File: config.mk
export PLATFORM = sky130hd
export DESIGN_NAME = ibr128_axi_cmd_master
export DESIGN_NICKNAME = d
export VERILOG_FILES = /design/src/rtl/ibr128_axi_cmd_master.sv
export SDC_FILE = /design/constraint.sdc
export NUM_CORES = 1
export LEC_CHECK = 0
export ABC_AREA = 1
export CORE_AREA = 2 2 245 247
export CTS_CLUSTER_DIAMETER = 30
export DETAILED_ROUTE_END_ITERATION = 6
export DIE_AREA = 0 0 247 249
export SETUP_SLACK_MARGIN = 0.02
export SLEW_MARGIN = 0
export SYNTH_ARGS = -nofsm -noshare
export SYNTH_HDL_FRONTEND = slang
export SYNTH_SLANG_ARGS = --single-unit
File: constraint.sdc
create_clock -name axi_aclk -period 7.9 [get_ports axi_aclk]
set_clock_uncertainty 0.2 [all_clocks]
set_input_delay 1.58 -clock axi_aclk [delete_from_list [all_inputs] [get_ports axi_aclk]]
set_output_delay 1.58 -clock axi_aclk [all_outputs]
set_load 0.005 [all_outputs]
File: src/rtl/ibr128_axi_cmd_master.sv
// AXI4 master that drives one IBR128 cipher command through the slave's register window.
// Optional key cache when IBR128_KEY_CACHE_EN is defined: repeated keys skip the key writes.
module ibr128_axi_cmd_master #(
    parameter logic [31:0] BASE_ADDR = 32'h0000_0000,
    parameter logic [7:0]  AXI_ID    = 8'h00,
    parameter int unsigned POLL_MAX  = 1024
) (
    input  logic         axi_aclk,
    input  logic         axi_areset,

    input  logic         cmd_valid,
    output logic         cmd_ready,
    input  logic [127:0] cmd_key,
    input  logic [127:0] cmd_data,
    input  logic         cmd_decrypt,

    output logic         rsp_valid,
    input  logic         rsp_ready,
    output logic [127:0] rsp_data,
    output logic         rsp_error,

    output logic [7:0]   m_axi_awid,
    output logic [31:0]  m_axi_awaddr,
    output logic [7:0]   m_axi_awlen,
    output logic [2:0]   m_axi_awsize,
    output logic [1:0]   m_axi_awburst,
    output logic [1:0]   m_axi_awlock,
    output logic [3:0]   m_axi_awcache,
    output logic [2:0]   m_axi_awprot,
    output logic [3:0]   m_axi_awqos,
    output logic         m_axi_awvalid,
    input  logic         m_axi_awready,

    output logic [31:0]  m_axi_wdata,
    output logic [3:0]   m_axi_wstrb,
    output logic         m_axi_wlast,
    output logic         m_axi_wvalid,
    input  logic         m_axi_wready,

    input  logic [7:0]   m_axi_bid,
    input  logic [1:0]   m_axi_bresp,
    input  logic         m_axi_bvalid,
    output logic         m_axi_bready,

    output logic [7:0]   m_axi_arid,
    output logic [31:0]  m_axi_araddr,
    output logic [7:0]   m_axi_arlen,
    output logic [2:0]   m_axi_arsize,
    output logic [1:0]   m_axi_arburst,
    output logic [1:0]   m_axi_arlock,
    output logic [3:0]   m_axi_arcache,
    output logic [2:0]   m_axi_arprot,
    output logic [3:0]   m_axi_arqos,
    output logic         m_axi_arvalid,
    input  logic         m_axi_arready,

    input  logic [7:0]   m_axi_rid,
    input  logic [31:0]  m_axi_rdata,
    input  logic [1:0]   m_axi_rresp,
    input  logic         m_axi_rlast,
    input  logic         m_axi_rvalid,
    output logic         m_axi_rready
);

    typedef enum logic [3:0] {
        S_IDLE,
        S_WR_ADDR,
        S_WR_RESP,
        S_STAT_AR,
        S_STAT_R,
        S_OUT_AR,
        S_OUT_R,
        S_ERR,
        S_RESP
    } state_t;

    localparam logic [15:0] POLL_LIMIT = POLL_MAX[15:0];
    localparam logic [3:0]  IDX_DIN    = 4'd4;
    localparam logic [3:0]  IDX_CTRL   = 4'd8;
    localparam logic [3:0]  IDX_STATUS = 4'd9;
    localparam logic [3:0]  IDX_DOUT0  = 4'd10;
    localparam logic [3:0]  IDX_DOUT3  = 4'd13;

    state_t         state_q, state_d;
    logic [3:0]     idx_q, idx_d;
    logic [15:0]    poll_q, poll_d;
    logic [127:0]   key_q, key_d;
    logic [127:0]   data_q, data_d;
    logic           dec_q, dec_d;
    logic           aw_done_q, aw_done_d;
    logic           w_done_q, w_done_d;
    logic [127:0]   rsp_data_q, rsp_data_d;
    logic           rsp_err_q, rsp_err_d;

    logic           key_hit;
    logic           b_ok;
    logic           r_ok;
    logic [31:0]    wdata_w;
    logic [3:0]     out_off;
    logic           unused_rlast;

`ifdef IBR128_KEY_CACHE_EN
    logic [127:0]   cache_key_q, cache_key_d;
    logic           key_valid_q, key_valid_d;

    assign key_hit = key_valid_q && (cmd_key == cache_key_q);
`else
    assign key_hit = 1'b0;
`endif

    assign unused_rlast = m_axi_rlast;

    assign b_ok    = (m_axi_bresp == 2'b00) && (m_axi_bid == AXI_ID);
    assign r_ok    = (m_axi_rresp == 2'b00) && (m_axi_rid == AXI_ID);
    assign out_off = idx_q - IDX_DOUT0;

    // Reset gates cmd_ready so no command can be taken while reset is held.
    assign cmd_ready = (state_q == S_IDLE) && !axi_areset;
    assign rsp_valid = (state_q == S_RESP);
    assign rsp_data  = rsp_data_q;
    assign rsp_error = rsp_err_q;

    assign m_axi_awid    = AXI_ID;
    assign m_axi_awaddr  = BASE_ADDR + {26'd0, idx_q, 2'b00};
    assign m_axi_awlen   = 8'd0;
    assign m_axi_awsize  = 3'd2;
    assign m_axi_awburst = 2'b01;
    assign m_axi_awlock  = 2'b00;
    assign m_axi_awcache = 4'd0;
    assign m_axi_awprot  = 3'd0;
    assign m_axi_awqos   = 4'd0;
    assign m_axi_awvalid = (state_q == S_WR_ADDR) && !aw_done_q;

    assign m_axi_wdata   = wdata_w;
    assign m_axi_wstrb   = 4'hF;
    assign m_axi_wlast   = 1'b1;
    assign m_axi_wvalid  = (state_q == S_WR_ADDR) && !w_done_q;

    assign m_axi_bready  = (state_q == S_WR_RESP);

    assign m_axi_arid    = AXI_ID;
    assign m_axi_araddr  = BASE_ADDR + {26'd0, idx_q, 2'b00};
    assign m_axi_arlen   = 8'd0;
    assign m_axi_arsize  = 3'd2;
    assign m_axi_arburst = 2'b01;
    assign m_axi_arlock  = 2'b00;
    assign m_axi_arcache = 4'd0;
    assign m_axi_arprot  = 3'd0;
    assign m_axi_arqos   = 4'd0;
    assign m_axi_arvalid = (state_q == S_STAT_AR) || (state_q == S_OUT_AR);
    assign m_axi_rready  = (state_q == S_STAT_R) || (state_q == S_OUT_R);

    // Write data follows idx: key words, then data words, then the CTRL value.
    always_comb begin
        wdata_w = {30'd0, dec_q, 1'b1};
        if (idx_q < IDX_DIN) begin
            wdata_w = key_q[{idx_q[1:0], 5'd0} +: 32];
        end else if (idx_q < IDX_CTRL) begin
            wdata_w = data_q[{idx_q[1:0], 5'd0} +: 32];
        end
    end

    always_comb begin
        state_d    = state_q;
        idx_d      = idx_q;
        poll_d     = poll_q;
        key_d      = key_q;
        data_d     = data_q;
        dec_d      = dec_q;
        aw_done_d  = aw_done_q;
        w_done_d   = w_done_q;
        rsp_data_d = rsp_data_q;
        rsp_err_d  = rsp_err_q;
`ifdef IBR128_KEY_CACHE_EN
        cache_key_d = cache_key_q;
        key_valid_d = key_valid_q;
`endif

        case (state_q)
            S_IDLE: begin
                if (cmd_valid && cmd_ready) begin
                    key_d     = cmd_key;
                    data_d    = cmd_data;
                    dec_d     = cmd_decrypt;
                    idx_d     = key_hit ? IDX_DIN : 4'd0;
                    aw_done_d = 1'b0;
                    w_done_d  = 1'b0;
                    state_d   = S_WR_ADDR;
                end
            end

            S_WR_ADDR: begin
                aw_done_d = aw_done_q || m_axi_awready;
                w_done_d  = w_done_q || m_axi_wready;
                if (aw_done_d && w_done_d) begin
                    aw_done_d = 1'b0;
                    w_done_d  = 1'b0;
                    state_d   = S_WR_RESP;
                end
            end

            S_WR_RESP: begin
                if (m_axi_bvalid) begin
                    if (!b_ok) begin
                        state_d = S_ERR;
                    end else if (idx_q == IDX_CTRL) begin
                        idx_d   = IDX_STATUS;
                        poll_d  = 16'd0;
                        state_d = S_STAT_AR;
                    end else begin
                        idx_d   = idx_q + 4'd1;
                        state_d = S_WR_ADDR;
                    end
                end
            end

            S_STAT_AR: begin
                if (m_axi_arready) begin
                    state_d = S_STAT_R;
                end
            end

            S_STAT_R: begin
                if (m_axi_rvalid) begin
                    if (!r_ok) begin
                        state_d = S_ERR;
                    end else if (m_axi_rdata[0]) begin
                        idx_d   = IDX_DOUT0;
                        state_d = S_OUT_AR;
                    end else if (poll_q + 16'd1 == POLL_LIMIT) begin
                        state_d = S_ERR;
                    end else begin
                        poll_d  = poll_q + 16'd1;
                        state_d = S_STAT_AR;
                    end
                end
            end

            S_OUT_AR: begin
                if (m_axi_arready) begin
                    state_d = S_OUT_R;
                end
            end

            S_OUT_R: begin
                if (m_axi_rvalid) begin
                    if (!r_ok) begin
                        state_d = S_ERR;
                    end else begin
                        rsp_data_d[{out_off[1:0], 5'd0} +: 32] = m_axi_rdata;
                        if (idx_q == IDX_DOUT3) begin
                            state_d = S_RESP;
                        end else begin
                            idx_d   = idx_q + 4'd1;
                            state_d = S_OUT_AR;
                        end
                    end
                end
            end

            S_ERR: begin
                rsp_data_d = '0;
                rsp_err_d  = 1'b1;
`ifdef IBR128_KEY_CACHE_EN
                key_valid_d = 1'b0;
`endif
                state_d    = S_RESP;
            end

            S_RESP: begin
                if (rsp_ready) begin
`ifdef IBR128_KEY_CACHE_EN
                    // Only a key that was proven good by a clean completion is cached.
                    if (!rsp_err_q) begin
                        cache_key_d = key_q;
                        key_valid_d = 1'b1;
                    end
`endif
                    rsp_err_d = 1'b0;
                    state_d   = S_IDLE;
                end
            end

            default: begin
                state_d = S_IDLE;
            end
        endcase
    end

    always_ff @(posedge axi_aclk) begin
        if (axi_areset) begin
            state_q    <= S_IDLE;
            idx_q      <= 4'd0;
            poll_q     <= 16'd0;
            key_q      <= '0;
            data_q     <= '0;
            dec_q      <= 1'b0;
            aw_done_q  <= 1'b0;
            w_done_q   <= 1'b0;
            rsp_data_q <= '0;
            rsp_err_q  <= 1'b0;
        end else begin
            state_q    <= state_d;
            idx_q      <= idx_d;
            poll_q     <= poll_d;
            key_q      <= key_d;
            data_q     <= data_d;
            dec_q      <= dec_d;
            aw_done_q  <= aw_done_d;
            w_done_q   <= w_done_d;
            rsp_data_q <= rsp_data_d;
            rsp_err_q  <= rsp_err_d;
        end
    end

`ifdef IBR128_KEY_CACHE_EN
    always_ff @(posedge axi_aclk) begin
        if (axi_areset) begin
            cache_key_q <= '0;
            key_valid_q <= 1'b0;
        end else begin
            cache_key_q <= cache_key_d;
            key_valid_q <= key_valid_d;
        end
    end
`endif

endmodule

==> impl_metrics.py, run 1 <==
metrics = {
    "logic_synthesis": {
        "yosys_warnings": 0,
        "synth_edf_count": 0,
        "synthArstFlopShare_pct": 0,
        "ys_ff_latch": 412,
        "synth_ff_type": "dfxtp_1",
        "synth_area_mm2": 0.01930,
        "syn_area_per_cell_um2": 7.071,
        "synth-seq-area-share_pct": 42.74,
        "synth_cell_types": 38,
        "syn_inst": 2729,
    },
    "clock_network": {
        "postCtsResizedCells": 0,
        "numCtsBuffers": 103,
        "clk_path_buf_depth": 3,
        "cts-root-buf": "clkbuf_16",
        "cts_tree": "built",
        "clkLatencyLatePin_ns": 0.63,
        "cts_hold_buf": 0,
        "post_cts_buffers": 0,
        "h-tree-depth": 3,
        "numClockSinks": 412,
        "clk_pin_slew_ns": 0.04,
    },
    "drt": {
        "num_vias": 18935,
        "routed_wirelength_um": 70670,
        "final_antenna_net_count": 0,
        "wire_per_inst_um": 17.67,
        "dr.pass1.iters": 6,
        "via_per_inst": 4.734,
        "first_iter_violations": 1213,
        "drc": 0,
    },
    "die": {
        "die_h_um": 249,
        "die_w_um": 247,
        "rows": 89,
        "ioPinCount": 624,
        "coreArea_mm2": 0.05869,
        "initial_core_util_pct": 32.88,
        "die_area_mm2": 0.06150,
    },
    "global_routing": {
        "grt_overflow": 0,
        "grt_pass1_vias": 17570,
        "grt_start_max_net_pins": 221,
        "grtUsageTotal_pct": 22.16,
        "antenna_found_initial": 12,
        "grt_pass1_wl_um": 104600,
    },
    "worst_setup_path": {
        "start_kind": "register",
        "crit_fanout": 61,
        "cp-startpoint": "idx_q[0]$_SDFFE_PP0P_",
        "endpoint_kind": "output pin",
        "r2r_end": "key_q[21]$_SDFFE_PP0P_",
        "required_ns": 6.12,
        "crit-reg2reg-launch": "state_q[2]$_SDFFE_PP0P_",
        "crit_end": "m_axi_wdata[6]",
        "cp_data_arrival_time_ns": 4.02,
        "setup.worst_path.class": "register to output pin",
        "ff2ff_setup_slack_ns": 3.72,
        "r2r_cells": 8,
    },
    "sta": {
        "rsz0062_at_grt": "no",
        "final_hold_viol_count": 0,
        "drv_slew": 0,
        "min_period_ns": 5.797,
        "relSlewSlack_pct": 20.86,
        "worstMarginPinSlew_ns": 1.187,
        "final-setup-viol-count": 0,
        "fmax_ghz": 0.1725,
        "tns_ns": 0,
        "final.period_utilization_pct": 73.38,
    },
    "layout": {
        "design_area_mm2": 0.02792,
        "fillers": 5998,
        "nets": 3464,
        "fin_util_pct": 47.58,
        "drive_gt1_share_pct": 7.014,
        "area_growth_pct": 44.71,
    },
    "power_and_ir_drop": {
        "power_frac_clock_pct": 48.7,
        "internal-power_mw": 6.366,
        "swShare_pct": 30.81,
        "ir_worst_vdd_uv": 202.9,
        "p_leak_nw": 11.14,
        "p_sw_mw": 2.835,
        "seqPwrFrac_pct": 28.1,
        "p_comb_share_pct": 23.2,
        "power_per_cell_area_mw_per_mm2": 329.5,
    },
    "place": {
        "dpl_cell_area_mm2": 0.02415,
        "port_buffers": 493,
        "place_congestion": 0.8436,
        "place_hpwl_um": 48070,
    },
    "min_path": {
        "hold_path.class": "register to register",
        "hold_path_depth": 2,
    },
    "outcome": {
        "status": "finished, final reports clean",
    },
    "run": {
        "timing.max_cap.violations": 0,
    },
}
[worst min path at each step]
stage	slack (ns)	to	from
after detailed placement	0.24	rsp_data[40]$_SDFFE_PP0P_	rsp_data[40]$_SDFFE_PP0P_
after global placement	0.23	rsp_data[47]$_SDFFE_PP0P_	rsp_data[47]$_SDFFE_PP0P_
final	0.24	rsp_data[40]$_SDFFE_PP0P_	rsp_data[40]$_SDFFE_PP0P_
after floorplan	0.22	dec_q$_SDFFE_PP0P_	dec_q$_SDFFE_PP0P_
after CTS	0.24	rsp_data[40]$_SDFFE_PP0P_	rsp_data[40]$_SDFFE_PP0P_
after global routing	0.25	rsp_data[57]$_SDFFE_PP0P_	rsp_data[57]$_SDFFE_PP0P_
[power by group through the flow]
stage	Combinational (mW)	Clock [mW]	Sequential, mW
floorplan	1.31	0	2.55
global placement	2.14	0	2.61
detailed placement	2.15	0	2.62
CTS	2.17	4.55	2.59
global route	2.39	4.66	2.62
finish	2.14	4.48	2.58
[synth_stat cells (all sizes together), types with 3 or more instances]
cell | count | area share (%)
nand2 | 493 | 9.6
dfxtp | 412 | 43
a21oi | 390 | 10
o21ai | 333 | 8.7
inv | 254 | 4.9
nand3 | 221 | 5.8
clkbuf | 177 | 3.4
buf | 158 | 5.7
nor2 | 137 | 2.7
or2 | 34 | 1.1
nand3b | 32 | 1.2
a22o | 30 | 1.4
nand4 | 23 | 0.75
xor2 | 9 | 0.41
ha | 6 | 0.39
o211ai | 6 | 0.43
nor3 | 5 | 0.19
a211oi | 3 | 0.12
[layer usage]
metal	GRT usage [%]	part of all wire, %	wire [um]
met4	8.985	3.2	2294
met5	0	0.13	94
met2	36.49	47	33310
met3	6.723	8.9	6278
met1	26.77	41	28700
[state kept, by name, summed over array words and instances, names as in the netlist]
register and cells:
idx_q 4, key_q 128, rsp_data 128, rsp_error 1
poll_q 16, data_q 128, state_q 4, w_done_q 1
aw_done_q 1, dec_q 1
[critical path: stages, from the launching register on]
cell and delay, ns:
dfxtp_4 0.80, inv_4 0.42, buf_4 0.38, o21ai_0 0.64
nand2_1 0.35, a22o_1 0.29, clkdlybuf4s50_1 0.47
[cells in the final DEF, fill, tap and decap left out, types with 6 or more instances in the layout]
| cell | netlist | final |
|---|---|---|
| buf_4 | 134 | 18 |
| xor2_1 | 9 | 9 |
| ha_1 | 6 | 6 |
| dfxtp_1 | 412 | 410 |
| clkbuf_16 | 0 | 106 |
| or2_1 | 12 | 12 |
| o21ai_0 | 331 | 331 |
| or2_0 | 16 | 16 |
| bufinv_16 | 0 | 17 |
| nand4_1 | 23 | 23 |
| nor2_1 | 135 | 133 |
| nand3b_1 | 32 | 32 |
| clkinv_2 | 0 | 18 |
| clkbuf_1 | 176 | 16 |
| inv_1 | 248 | 245 |
| nand2_1 | 491 | 491 |
| conb_1 | 2 | 129 |
| clkdlybuf4s50_1 | 0 | 492 |
| a21oi_1 | 389 | 389 |
| or2_2 | 6 | 6 |
| a22o_1 | 30 | 30 |
| nand3_1 | 219 | 219 |
| clkbuf_8 | 0 | 19 |
[final cells by class]
type,instances,area [um2],area share [%]
multi-input cells,1855,8857,31.72
flip-flops and latches,412,8255,29.56
repair buffers,513,5105,18.28
clock buffers,141,2974,10.65
inverters,254,967.2,3.464
well taps,773,967.2,3.464
clock inverters,47,784.5,2.810
diodes,5,12.51,0.04481
[per-stage QoR]
step,cells,hold slack [ns],total power [mW],worst slack (ns)
3_3_place_gp,3807,0.2311,4.751,2.760
2_1_floorplan,2856,0.2245,3.860,4.198
3_5_place_dp,3807,0.2353,4.775,2.736
4_1_cts,3995,0.2419,9.301,2.058
6_report,4000,0.2383,9.201,2.103
5_1_grt,3999,0.2532,9.674,1.984
[cells by family after synthesis]
group | share of synthesized area (%)
other | 0.03892
flip-flops | 42.74
XOR/XNOR | 0.4085
buffers and inverters | 14.10
AO/OA/AOI/OAI | 20.86
adder cells (fa/ha/maj) | 0.3890
AND/OR/NAND/NOR | 21.46
Power figures use the tool's default switching activity.
==> run 2: changes to the inputs <==
Clock period 7.9 ns to 5.6 ns, I/O delays scaled along.
==> run 2 against run 1 <==
Net effect:
- die area stayed put
- power rose by 41%
- first-iteration DRC count rose by 14%
- utilization rose by 0.13 points
- routed wire length grew 0.12%
- worst hold slack better by 0.0028 ns
- final cell count is 0.33% higher
==> impl_metrics.py, run 2 (synthesis gave the netlist of run 1 again) <==
metrics = {
    "sta": {
        "worstMarginPinSlew_ns": 1.136,
        "fin_hold_ws_ns": 0.2411,
        "final.period_utilization_pct": 79.82,
        "rsz0062_at_grt": "no",
        "final-setup-viol-count": 0,
        "final_hold_viol_count": 0,
        "min_period_ns": 4.470,
        "tns_ns": 0,
        "drv_slew": 0,
        "relSlewSlack_pct": 24.20,
        "fmax_ghz": 0.2237,
    },
    "drt": {
        "drc": 0,
        "routed_wirelength_um": 70760,
        "wire_per_inst_um": 17.63,
        "first_iter_violations": 1378,
        "num_vias": 18999,
        "final_antenna_net_count": 0,
        "dr.pass1.iters": 5,
        "via_per_inst": 4.734,
    },
    "layout": {
        "final_common_cell": "clkdlybuf4s50_1",
        "nets": 3470,
        "fillers": 5923,
        "area_growth_pct": 45.10,
        "drive_gt1_share_pct": 7.452,
        "final_cell_mix": "clkdlybuf4s50_1 (492), nand2_1 (491), dfxtp_1 (410), a21oi_1 (389), o21ai_0 (331)",
        "final-seq-area_mm2": 0.008255,
        "multi_input_area_mm2": 0.008857,
    },
    "clock_network": {
        "post_cts_buffers": 0,
        "cts-root-buf": "clkbuf_16",
        "clk_path_buf_depth": 3,
        "clk_pin_slew_ns": 0.04,
        "clkLatencyLatePin_ns": 0.64,
        "numClockSinks": 412,
        "postCtsResizedCells": 0,
        "numCtsBuffers": 106,
        "h-tree-depth": 3,
        "cts_hold_buf": 0,
        "cts_tree": "built",
    },
    "die": {
        "coreArea_mm2": 0.05869,
        "initial_core_util_pct": 32.88,
        "ioPinCount": 624,
        "die_area_mm2": 0.06150,
        "die_w_um": 247,
        "rows": 89,
        "die_h_um": 249,
    },
    "global_routing": {
        "antenna_found_initial": 15,
        "grt_start_max_net_pins": 224,
        "grt_pass1_wl_um": 104600,
        "grtUsageTotal_pct": 22.13,
        "grt_overflow": 0,
        "grt_pass1_vias": 17508,
    },
    "worst_setup_path": {
        "ff2ff_setup_slack_ns": 2.02,
        "crit_end": "m_axi_wdata[15]",
        "required_ns": 4.28,
        "r2r_end": "poll_q[14]$_SDFFE_PP0P_",
        "crit-reg2reg-launch": "idx_q[0]$_SDFFE_PP0P_",
        "endpoint_kind": "output pin",
        "crit_fanout": 31,
        "cp_data_arrival_time_ns": 3.15,
        "start_kind": "register",
        "cp-startpoint": "idx_q[2]$_SDFFE_PP0P_",
        "r2r_cells": 13,
        "setup.worst_path.class": "register to output pin",
    },
    "outcome": {
        "status": "finished, final reports clean",
    },
    "power_and_ir_drop": {
        "ir_worst_vdd_uv": 284.1,
        "p_sw_mw": 4.056,
        "internal-power_mw": 8.918,
        "p_leak_nw": 11.17,
        "swShare_pct": 31.26,
        "p_comb_share_pct": 23.7,
        "power_mw": 12.97,
        "power_per_cell_area_mw_per_mm2": 463.4,
        "seqPwrFrac_pct": 27.9,
        "power_frac_clock_pct": 48.5,
    },
    "place": {
        "place_hpwl_um": 47880,
        "port_buffers": 493,
        "place_congestion": 0.8265,
    },
    "min_path": {
        "hold_path_depth": 2,
        "hold_path.class": "register to register",
    },
    "run": {
        "timing.max_cap.violations": 0,
    },
}
-- run 2: changes by cell type in the layout (fill, tap and decap cells not counted), moves of 3 or more --
| cell | change |
|---|---|
| clkinv_2 | +4 |
| clkbuf_8 | +5 |
| bufinv_16 | -4 |
| clkbuf_1 | -3 |
| clkinvlp_4 | +4 |
| buf_12 | +3 |
-- run 2: power groups by stage --
stage                     combinational [mW]  sequential, mW  clock (mW)
after floorplan                         1.84            3.60           0
after global placement                  3.07            3.65           0
after detailed placement                3.09            3.66           0
after CTS                               3.11            3.61        6.37
after global routing                    3.41            3.66        6.55
final                                   3.07            3.61        6.29
-- run 2: routing by layer --
layer,global-route usage (%),vias up,share of wire [%]
li1,-,9576,-
met3,7.348,131,8.2
met5,0,-,0.15
met2,36.33,609,48
met4,8.554,16,3.2
met1,26.58,8667,41
-- run 2: cell type report --
| class | count | share of cell area, % |
|---|---|---|
| antenna | 6 | 0.05363 |
| sequential | 412 | 29.49 |
| clock buffer | 144 | 10.92 |
| timing repair buffer | 516 | 18.45 |
| multi-input combinational | 1855 | 31.64 |
| tap | 773 | 3.454 |
| clock inverter | 53 | 2.552 |
| inverter | 254 | 3.454 |
-- run 2: worst min-delay path by stage --
stage                                          from                         to  slack [ns]
after floorplan                  dec_q$_SDFFE_PP0P_         dec_q$_SDFFE_PP0P_        0.22
after global routing        data_q[55]$_SDFFE_PP0P_    data_q[55]$_SDFFE_PP0P_        0.26
final                     rsp_data[37]$_SDFFE_PP0P_  rsp_data[37]$_SDFFE_PP0P_        0.24
after global placement    rsp_data[45]$_SDFFE_PP0P_  rsp_data[45]$_SDFFE_PP0P_        0.23
after detailed placement  rsp_data[37]$_SDFFE_PP0P_  rsp_data[37]$_SDFFE_PP0P_        0.24
after CTS                 rsp_data[37]$_SDFFE_PP0P_  rsp_data[37]$_SDFFE_PP0P_        0.24
-- run 2: worst max-delay path, stage by stage, from the launching register on --
cell and delay, ns:
dfxtp_1 0.60, inv_1 0.19, nor2_4 0.76, a22o_1 0.37, clkdlybuf4s50_1 0.56
-- run 2: per-stage QoR --
| step | std cells | instance area [um2] | worst slack [ns] | utilization, % |
|---|---|---|---|---|
| 3_5_place_dp | 3810 | 24210 | 1.686 | 41.26 |
| 3_3_place_gp | 3810 | 24210 | 1.738 | 41.26 |
| 4_1_cts | 4007 | 27980 | 1.066 | 47.68 |
| 2_1_floorplan | 2856 | 19770 | 2.584 | - |
| 5_1_grt | 4011 | 27990 | 0.8925 | 47.70 |
| 6_report | 4013 | 28000 | 1.130 | 47.71 |
